### config.mk
export PLATFORM = sky130hd
export DESIGN_NAME = coeff_pair_mac
export DESIGN_NICKNAME = d
export VERILOG_FILES = /design/src/rtl/coeff_pair_mac_pkg.sv /design/src/rtl/coeff_pair_mac_mult.sv /design/src/rtl/coeff_pair_mac.sv
export SDC_FILE = /design/constraint.sdc
export NUM_CORES = 1
export LEC_CHECK = 0
export CORE_ASPECT_RATIO = 0.7
export CORE_MARGIN = 3
export CORE_UTILIZATION = 57
export DETAILED_ROUTE_END_ITERATION = 10
export PLACE_DENSITY_LB_ADDON = 0.15
export RECOVER_POWER = 100
export SYNTH_ARGS = -nofsm -noshare
export SYNTH_HDL_FRONTEND = slang
export SYNTH_SLANG_ARGS = --single-unit
### constraint.sdc
create_clock -name clk -period 3 [get_ports clk]
set_input_delay 0.6 -clock clk [delete_from_list [all_inputs] [get_ports clk]]
set_output_delay 0.6 -clock clk [all_outputs]
set_load 0.01 [all_outputs]
### src/rtl/coeff_pair_mac_pkg.sv
// Shared constants for the Z_7681 multiply-accumulate stage and the mod-7681 reducer it feeds.
package coeff_pair_mac_pkg;

    localparam int KEM_Q   = 7681;
    localparam int COEFF_W = 13;
    localparam int MAC_W   = 27;
    localparam int PROD_W  = 2 * COEFF_W;

    // Correction thresholds used by the downstream reducer.
    localparam int KEM_2Q  = 2 * KEM_Q;
    localparam int KEM_3Q  = 3 * KEM_Q;

    typedef logic [COEFF_W-1:0] coeff_t;
    typedef logic [PROD_W-1:0]  prod_t;
    typedef logic [MAC_W-1:0]   mac_t;

endpackage

### src/rtl/coeff_pair_mac_mult.sv
// Registered unsigned W x W multiplier; the product updates only while en is high.
module coeff_mult #(
    parameter int W = 13
) (
    input  logic           clk,
    input  logic           rst_n,
    input  logic           en,
    input  logic [W-1:0]   a,
    input  logic [W-1:0]   b,
    output logic [2*W-1:0] p
);

    logic [2*W-1:0] p_reg;

    always_ff @(posedge clk or negedge rst_n) begin
        if (!rst_n) begin
            p_reg <= '0;
        end else if (en) begin
            p_reg <= (2*W)'(a) * (2*W)'(b);
        end
    end

    assign p = p_reg;

endmodule

### src/rtl/coeff_pair_mac.sv
// Two-stage a0*b0 + a1*b1 + c pipeline producing the exact unreduced sum for the mod-7681 reducer.
module coeff_pair_mac
    import coeff_pair_mac_pkg::*;
#(
    parameter int Q  = KEM_Q,
    parameter int CW = COEFF_W,
    parameter int OW = MAC_W
) (
    input  logic          clk,
    input  logic          rst_n,
    input  logic          in_valid,
    output logic          in_ready,
    input  logic          pair_en,
    input  logic          acc_en,
    input  logic [CW-1:0] a0,
    input  logic [CW-1:0] b0,
    input  logic [CW-1:0] a1,
    input  logic [CW-1:0] b1,
    input  logic [CW-1:0] c,
    output logic          out_valid,
    input  logic          out_ready,
    output logic [OW-1:0] sum,
    output logic          range_err
);

    localparam logic [CW-1:0] Q_C = CW'(Q);

    logic          advance;
    logic          accept;
    logic          oob;
    logic [CW-1:0] a1_gated;
    logic [CW-1:0] c_gated;

    logic [2*CW-1:0] p0;
    logic [2*CW-1:0] p1;

    logic [CW-1:0] cz_reg;
    logic          v1_reg;
    logic [OW-1:0] sum_reg;
    logic          v2_reg;
    logic          range_err_reg;

    // Whole pipeline moves in lockstep: it stalls only when a held result is not taken.
    assign advance  = !v2_reg || out_ready;
    assign in_ready = advance;
    assign accept   = in_valid && advance;

    // Masking one multiplicand is enough to force the a1*b1 term to zero.
    assign a1_gated = pair_en ? a1 : '0;
    assign c_gated  = acc_en  ? c  : '0;

    assign oob = (a0 >= Q_C) || (b0 >= Q_C)
               || (acc_en  && (c  >= Q_C))
               || (pair_en && ((a1 >= Q_C) || (b1 >= Q_C)));

    coeff_mult #(.W(CW)) u_mult0 (
        .clk   (clk),
        .rst_n (rst_n),
        .en    (advance),
        .a     (a0),
        .b     (b0),
        .p     (p0)
    );

    coeff_mult #(.W(CW)) u_mult1 (
        .clk   (clk),
        .rst_n (rst_n),
        .en    (advance),
        .a     (a1_gated),
        .b     (b1),
        .p     (p1)
    );

    always_ff @(posedge clk or negedge rst_n) begin
        if (!rst_n) begin
            cz_reg        <= '0;
            v1_reg        <= 1'b0;
            sum_reg       <= '0;
            v2_reg        <= 1'b0;
            range_err_reg <= 1'b0;
        end else begin
            if (advance) begin
                cz_reg  <= c_gated;
                v1_reg  <= accept;
                sum_reg <= OW'(p0) + OW'(p1) + OW'(cz_reg);
                v2_reg  <= v1_reg;
            end
            if (accept && oob) begin
                range_err_reg <= 1'b1;
            end
        end
    end

    assign out_valid = v2_reg;
    assign sum       = sum_reg;
    assign range_err = range_err_reg;

endmodule

==> run_results.csv, run 1 <==
group,metric,value,unit
yosys,synthAdderAreaFrac,44.08,%
placement,place_inst,2596,
worst_setup_path,critical_path.endpoint,"u_mult1.p[24]",
worst_setup_path,path_cells,"buf_12, buf_12, buf_16, and2_4, nand2_1, fa_1, inv_1, fa_1, fa_1, inv_1, fa_1, fa_1, inv_1, ha_1, or4_4, o21ai_4, a211oi_4, a31oi_4, o21ai_2, and4b_1, or3_1",
worst_setup_path,r2r_end,"sum[23]",
clock_network,cts_buffers,9,
yosys,ys_warn_count,0,
power,p_leak,11.73,nW
worst_setup_path,timing.rr.start,"cz_reg[1]",
yosys,synth_cell_types,62,
power,vdd_drop_max,1181,uV
worst_setup_path,cp_max_fo,10,
run_status,status,"finished with violations",
clock_network,clk_pin_slew,0.07,ns
timing,min_period,5.311,ns
timing,max_freq,188.3,MHz
timing,layout_setup_ws,-2.311,ns
route,drtAntennaViolNets,0,
timing,timing.slew.headroom,11.96,%
worst_setup_path,cp_num_cells,21,
cells_and_area,n_antenna_cell,0,
cells_and_area,drive_gt1_share,32.02,%
yosys,yosysTopAreaCell,"fa_1",
floorplanning,num_rows,51,
yosys,seq_area_frac_synth,14.20,%
yosys,synthesis.area,0.01674,mm2
yosys,synthCells,1960,
power,power.share.clock,4.9,%
yosys,synth.most_common_cell,"inv_1",
yosys,ys_top_cells_by_area,"fa_1 (31%), dfrtp_1 (14%), ha_1 (13%), inv_1 (7.9%), nand2_1 (6.8%)",
timing,period_share,177.0,%
clock_network,clk_latency,0.36,ns
yosys,synthMuxAreaShare,0.3663,%
cells_and_area,largest_register_ffs,27,
worst_setup_path,critPathArrivalTime,5.54,ns
cells_and_area,stdcell_count,2713,
floorplanning,io_pins,101,
worst_setup_path,reg2reg_depth,12,
floorplanning,dieArea,0.03149,mm2
route,vias_per_cell,5.686,
worst_setup_path,timing.critical_path.mode_cell,"fa_1",
yosys,syn_avg_cell_area,8.539,um2
global_route,grt_remaining_overflow,0,
yosys,synthSimpleGateAreaFrac,19.30,%
placement,port_buffers,100,
worst_setup_path,worstPathRequired,3.23,ns
timing,tightestPinTransition,1.321,ns
worst_setup_path,critPathLaunchType,"primary input",
route,remaining_drc_errors,0,
route,wl_per_cell,18.90,um
global_route,track_usage,31.89,%
power,p_int,12.96,mW
worst_setup_path,r2r_slack,-0.11,ns
worst_setup_path,slowest_stage,"fa_1",
cells_and_area,fillers,1696,
floorplanning,die_w,210.8,um
power,p_comb_share,85.9,%
power,powerDensity,1076,mW/mm2
timing,finalHoldViolations,0,
timing,setup_viol,48,
power,power,25.00,mW
yosys,synthXorXnorAreaFrac,2.617,%
global_route,grt_pass1_vias,15530,
timing,finClkSkew,0.007569,ns
route,firstDrtPassIters,6,
floorplanning,core-area,0.02833,mm2
clock_network,cts-root-buf,"clkbuf_16",
cells_and_area,num-nets-final,2844,
yosys,synth_edf_count,0,
worst_setup_path,endpoint_kind,"flip-flop",
power,p_sw_share,48.16,%
clock_network,cts_hold_buf,0,
global_route,grt_pass1_wl,79.55,mm
timing,rsz0062_at_grt,"true",
yosys,syn_nets,2467,
timing,slew_violations,0,
route,totalWireLength,51.27,mm
run,maxCapViolations,0,
placement,hpwl,37.01,mm
min_path,hold_class,"in2async",
clock_network,cts_tree,"yes",
clock_network,htree_levels,3,
clock_network,clockBufferDepth,2,
floorplanning,initial_core_util,59.07,%
worst_setup_path,critPathTopFamily,"adder cells",
run_status,violations,"setup timing",
yosys,synth_compound_area_share,9.338,%
yosys,ys_seq_elements,95,
route,first_iter_violations,1261,
yosys,synth_top_cell_area_share,30.62,%
floorplanning,die_height,149.4,um
global_route,grt_antenna_before_repair,1,
worst_setup_path,path_buf_inv,6,
cells_and_area,post-route-util,82.00,%
worst_setup_path,crit_start,"pair_en",
worst_setup_path,crit_type,"in2reg",
yosys,ys.flop_type,"dfrtp_1",
power,power.switching,12.04,mW
global_route,grt_max_degree,129,
yosys,async_flop_share,100.0,%
clock_network,numClockSinks,95,
route,vias,15430,
placement,gp_congestion,0.9617,
yosys,synth_top_family_by_area,"adder cells",
power,seq_power_share,9.2,%
worst_setup_path,timing.critical_path.slowest_cell_delay,0.53,ns
cells_and_area,area_delta_synth_final,38.82,%
yosys,synthTopCellsByCount,"inv_1 (354), nand2_1 (305), fa_1 (256), ha_1 (180), a21oi_1 (98)",
## placed cells by master (no fill, tap or decap), types with 36 or more instances in the layout
cell / instances
a21oi_1: 60
and2_1: 56
and3_1: 60
buf_4: 247
buf_6: 89
dfrtp_1: 95
fa_1: 227
ha_1: 139
ha_4: 36
inv_1: 306
inv_2: 47
nand2_1: 261
nor2_1: 77
## power groups by stage
stage               Combinational [mW]  Sequential [mW]  Clock [mW]
floorplan                         11.5             2.27           0
global placement                  16.3             2.31           0
detailed placement                16.9             2.32           0
CTS                               19.4             2.30        1.23
global route                      23.4             2.35        1.29
finish                            21.5             2.31        1.23
## worst min-delay path by stage
stage | start | to | slack, ns | cells after the start
finish | rst_n | u_mult0.p[0] | 0.45 | 1
global route | v1_reg | out_valid | 0.49 | 1
CTS | rst_n | u_mult0.p[0] | 0.26 | 1
detailed placement | v1_reg | out_valid | 0.46 | 1
global placement | range_err | range_err | 0.45 | 1
floorplan | rst_n | cz_reg[0] | 0.30 | 0
## timing repair
item / 4_1_cts / 5_1_grt
gates cloned: 10 / 1
hold endpoints to repair: 0 / 0
pin swaps: 169 / 147
endpoints found under the setup margin: 52 / 55
setup buffers: 69 / 27
resized for setup: 438 / 170
## stage by stage
| stage | setup TNS [ns] | setup slack [ns] | cell area, um2 | hold slack [ns] |
|---|---|---|---|---|
| finish | -73.70 | -2.311 | 23230 | 0.4450 |
| global route | -80.38 | -2.424 | 23230 | 0.4947 |
| CTS | -71.71 | -2.262 | 22470 | 0.2564 |
| detailed placement | -109.35 | -3.091 | 20450 | 0.4576 |
| global placement | -106.02 | -2.999 | 20450 | 0.4484 |
| floorplan | -68.66 | -2.415 | 17630 | 0.3044 |
## final cells by class
cell class	count	area (um2)	share of cell area (%)
Clock buffer	11	252.7	1.088
Clock inverter	5	61.31	0.2639
Inverter	354	1330	5.725
Multi-Input combinational cell	1415	14360	61.80
Sequential cell	95	2377	10.23
Tap cell	371	464.2	1.998
Timing Repair Buffer	462	4390	18.90
## cells by family after synthesis
| family | count (synthesis) |
|---|---|
| xor+xnor | 50 |
| buf+inv | 450 |
| simple gates | 674 |
| flops | 95 |
| mux | 6 |
| fa+ha+maj | 436 |
| compound gates | 249 |
## metal layers
layer / up-vias / wire length, um / global-route usage (%)
met2: 677 / 22870 / 47.64
met3: 81 / 5269 / 9.250
met4: 0 / 760 / 4.483
met5: - / 0 / 0
met1: 7690 / 22360 / 47.49
li1: 6979 / - / -
Power figures use the tool's default switching activity.
==> run 2, diff against run 1 <==
- CORE_UTILIZATION: 57 -> 59
- clock period: 3 -> 5.9 ns (I/O delays scaled with it)
==> run_results.csv, run 2 (synthesis gave the netlist of run 1 again) <==
group,metric,value,unit
placement,place_inst,2553,
run_status,violations,"capacitance limit, slew limit",
run_status,status,"finished with violations",
clock_network,clk_pin_slew,0.07,ns
route,drtAntennaViolNets,0,
floorplanning,initial_core_util,61.22,%
worst_setup_path,cp_max_fo,5,
min_path,hp-start,"sum[1]",
timing,finalHoldViolations,0,
cells_and_area,layout_common_cells,"inv_1 (335), nand2_1 (297), fa_1 (236), buf_4 (228), ha_1 (158)",
clock_network,cts_buffers,9,
min_path,hold_class,"reg2reg",
timing,rsz0062_at_grt,"true",
timing,slew_violations,48,
power,powerDensity,509.2,mW/mm2
clock_network,clk_latency,0.37,ns
clock_network,clockBufferDepth,2,
placement,hpwl,37.46,mm
cells_and_area,post-route-util,77.16,%
worst_setup_path,endpoint_kind,"flip-flop",
timing,timing.slew.headroom,-65.35,%
floorplanning,dieArea,0.03046,mm2
route,vias_per_cell,5.685,
placement,gp_congestion,0.9497,
worst_setup_path,crit_type,"in2reg",
clock_network,cts-root-buf,"clkbuf_16",
route,remaining_drc_errors,0,
route,totalWireLength,47.48,mm
timing,max_freq,171.5,MHz
power,vdd_drop_max,654.0,uV
cells_and_area,num-nets-final,2758,
worst_setup_path,timing.rr.start,"u_mult0.p[1]",
floorplanning,die_height,146.9,um
worst_setup_path,critPathArrivalTime,6.08,ns
cells_and_area,n_antenna_cell,0,
min_path,holdPathStages,2,
worst_setup_path,worstPathRequired,6.15,ns
route,vias,14890,
cells_and_area,largest_register_ffs,27,
global_route,grt_max_degree,89,
global_route,grt_antenna_before_repair,0,
clock_network,cts_hold_buf,0,
global_route,grt_remaining_overflow,0,
route,first_iter_violations,1161,
floorplanning,io_pins,101,
power,p_leak,11.04,nW
cells_and_area,drive_gt1_share,20.39,%
clock_network,htree_levels,3,
clock_network,numClockSinks,95,
cells_and_area,layout_commonest_cell,"inv_1",
floorplanning,num_rows,50,
run,maxCapViolations,1,
clock_network,cts_tree,"yes",
timing,finClkSkew,0.009141,ns
floorplanning,die_w,207.3,um
timing,tightestPinTransition,2.480,ns
timing,period_share,98.83,%
global_route,grt_pass1_wl,76.56,mm
min_path,min_to,"sum[1]",
route,wl_per_cell,18.12,um
placement,port_buffers,100,
route,firstDrtPassIters,6,
cells_and_area,area_delta_synth_final,26.05,%
cells_and_area,fillers,1939,
timing,min_period,5.831,ns
global_route,grt_pass1_vias,14940,
worst_setup_path,critPathLaunchType,"primary input",
worst_setup_path,r2r_slack,2.47,ns
global_route,track_usage,31.06,%
timing,setup_viol,0,
worst_setup_path,reg2reg_depth,11,
floorplanning,core-area,0.02734,mm2
worst_setup_path,r2r_end,"sum[23]",
cells_and_area,stdcell_count,2620,
run 2: cell types whose count changed in the layout (fill, tap and decap cells not counted), moves of 25 or more:
| cell | before | now |
|---|---|---|
| a21oi_1 | 60 | 86 |
| buf_6 | 89 | 34 |
| inv_1 | 306 | 335 |
| inv_2 | 47 | 18 |
| nand2_1 | 261 | 297 |
| nand2_2 | 32 | 7 |
run 2: worst max-delay path by stage:
stage	from	end	depth (start not counted)
final	a1[3]	u_mult1.p[24]	18
after floorplan	pair_en	u_mult1.p[24]	20
after global placement	a1[6]	u_mult1.p[24]	20
after detailed placement	a1[6]	u_mult1.p[24]	20
after global routing	a1[10]	u_mult1.p[24]	20
after CTS	a1[3]	u_mult1.p[24]	18
run 2: area by class of cell:
| class | count | area, um2 | share of cell area (%) |
|---|---|---|---|
| multi-input combinational | 1415 | 13360 | 63.32 |
| timing repair buffer | 376 | 3291 | 15.60 |
| sequential | 95 | 2377 | 11.27 |
| inverter | 354 | 1331 | 6.311 |
| tap | 364 | 455.4 | 2.159 |
| clock buffer | 10 | 229.0 | 1.085 |
| clock inverter | 6 | 55.05 | 0.2610 |
run 2: layer usage:
metal	part of all wire, %	wire length, um	track usage [%]	vias up
met3	10	4804	8.581	69
li1	-	-	-	6795
met1	46	21710	47.86	7411
met2	43	20400	45.09	619
met5	0	0	0	-
met4	1.2	561	4.001	0
run 2: timing repair:
item,CTS,global route
pin swaps,77,71
gates resized for setup,170,127
endpoints found under the setup margin,26,26
setup buffers,27,25
cloned,1,1
run 2: critical path: stages:
cell and delay, ns:
dlygate4sd2_1 0.28, buf_6 0.15, and3_1 0.19, fa_2 0.58, fa_2 0.48, fa_2 0.48
fa_1 0.50, inv_1 0.05, fa_1 0.47, inv_1 0.06, ha_4 0.23, a21oi_4 0.17
o21ai_2 0.08, a221o_1 0.36, a31oi_4 0.18, o21ai_2 0.08, and4b_1 0.20, or3_1 0.35
run 2: stage by stage:
step	TNS, ns	setup slack, ns	power [mW]	area, um2	hold WS [ns]
after global routing	-0.1630	-0.07513	11.80	21100	0.5032
after detailed placement	-18.42	-0.8458	8.936	19670	0.4634
final	0	0.06892	10.74	21100	0.4735
after CTS	-0.005703	-0.005703	10.25	20610	0.4796
after floorplan	-0.09485	-0.09485	6.304	16840	0.4346
after global placement	-14.90	-0.7471	8.703	19670	0.4465
run 2: power by group:
group | total, mW | leakage, nW | switching [mW] | internal, mW
clock | 0.572 | 0.133 | 0.278 | 0.293
sequential | 1.17 | 1.13 | 0.203 | 0.964
combinational | 9.00 | 9.77 | 4.76 | 4.24
==> run 3, diff against run 2 <==
- CAP_MARGIN: default -> 10
==> results of run 3 <==
Same layout as run 2: the final DEF is identical, and so are final timing and power.
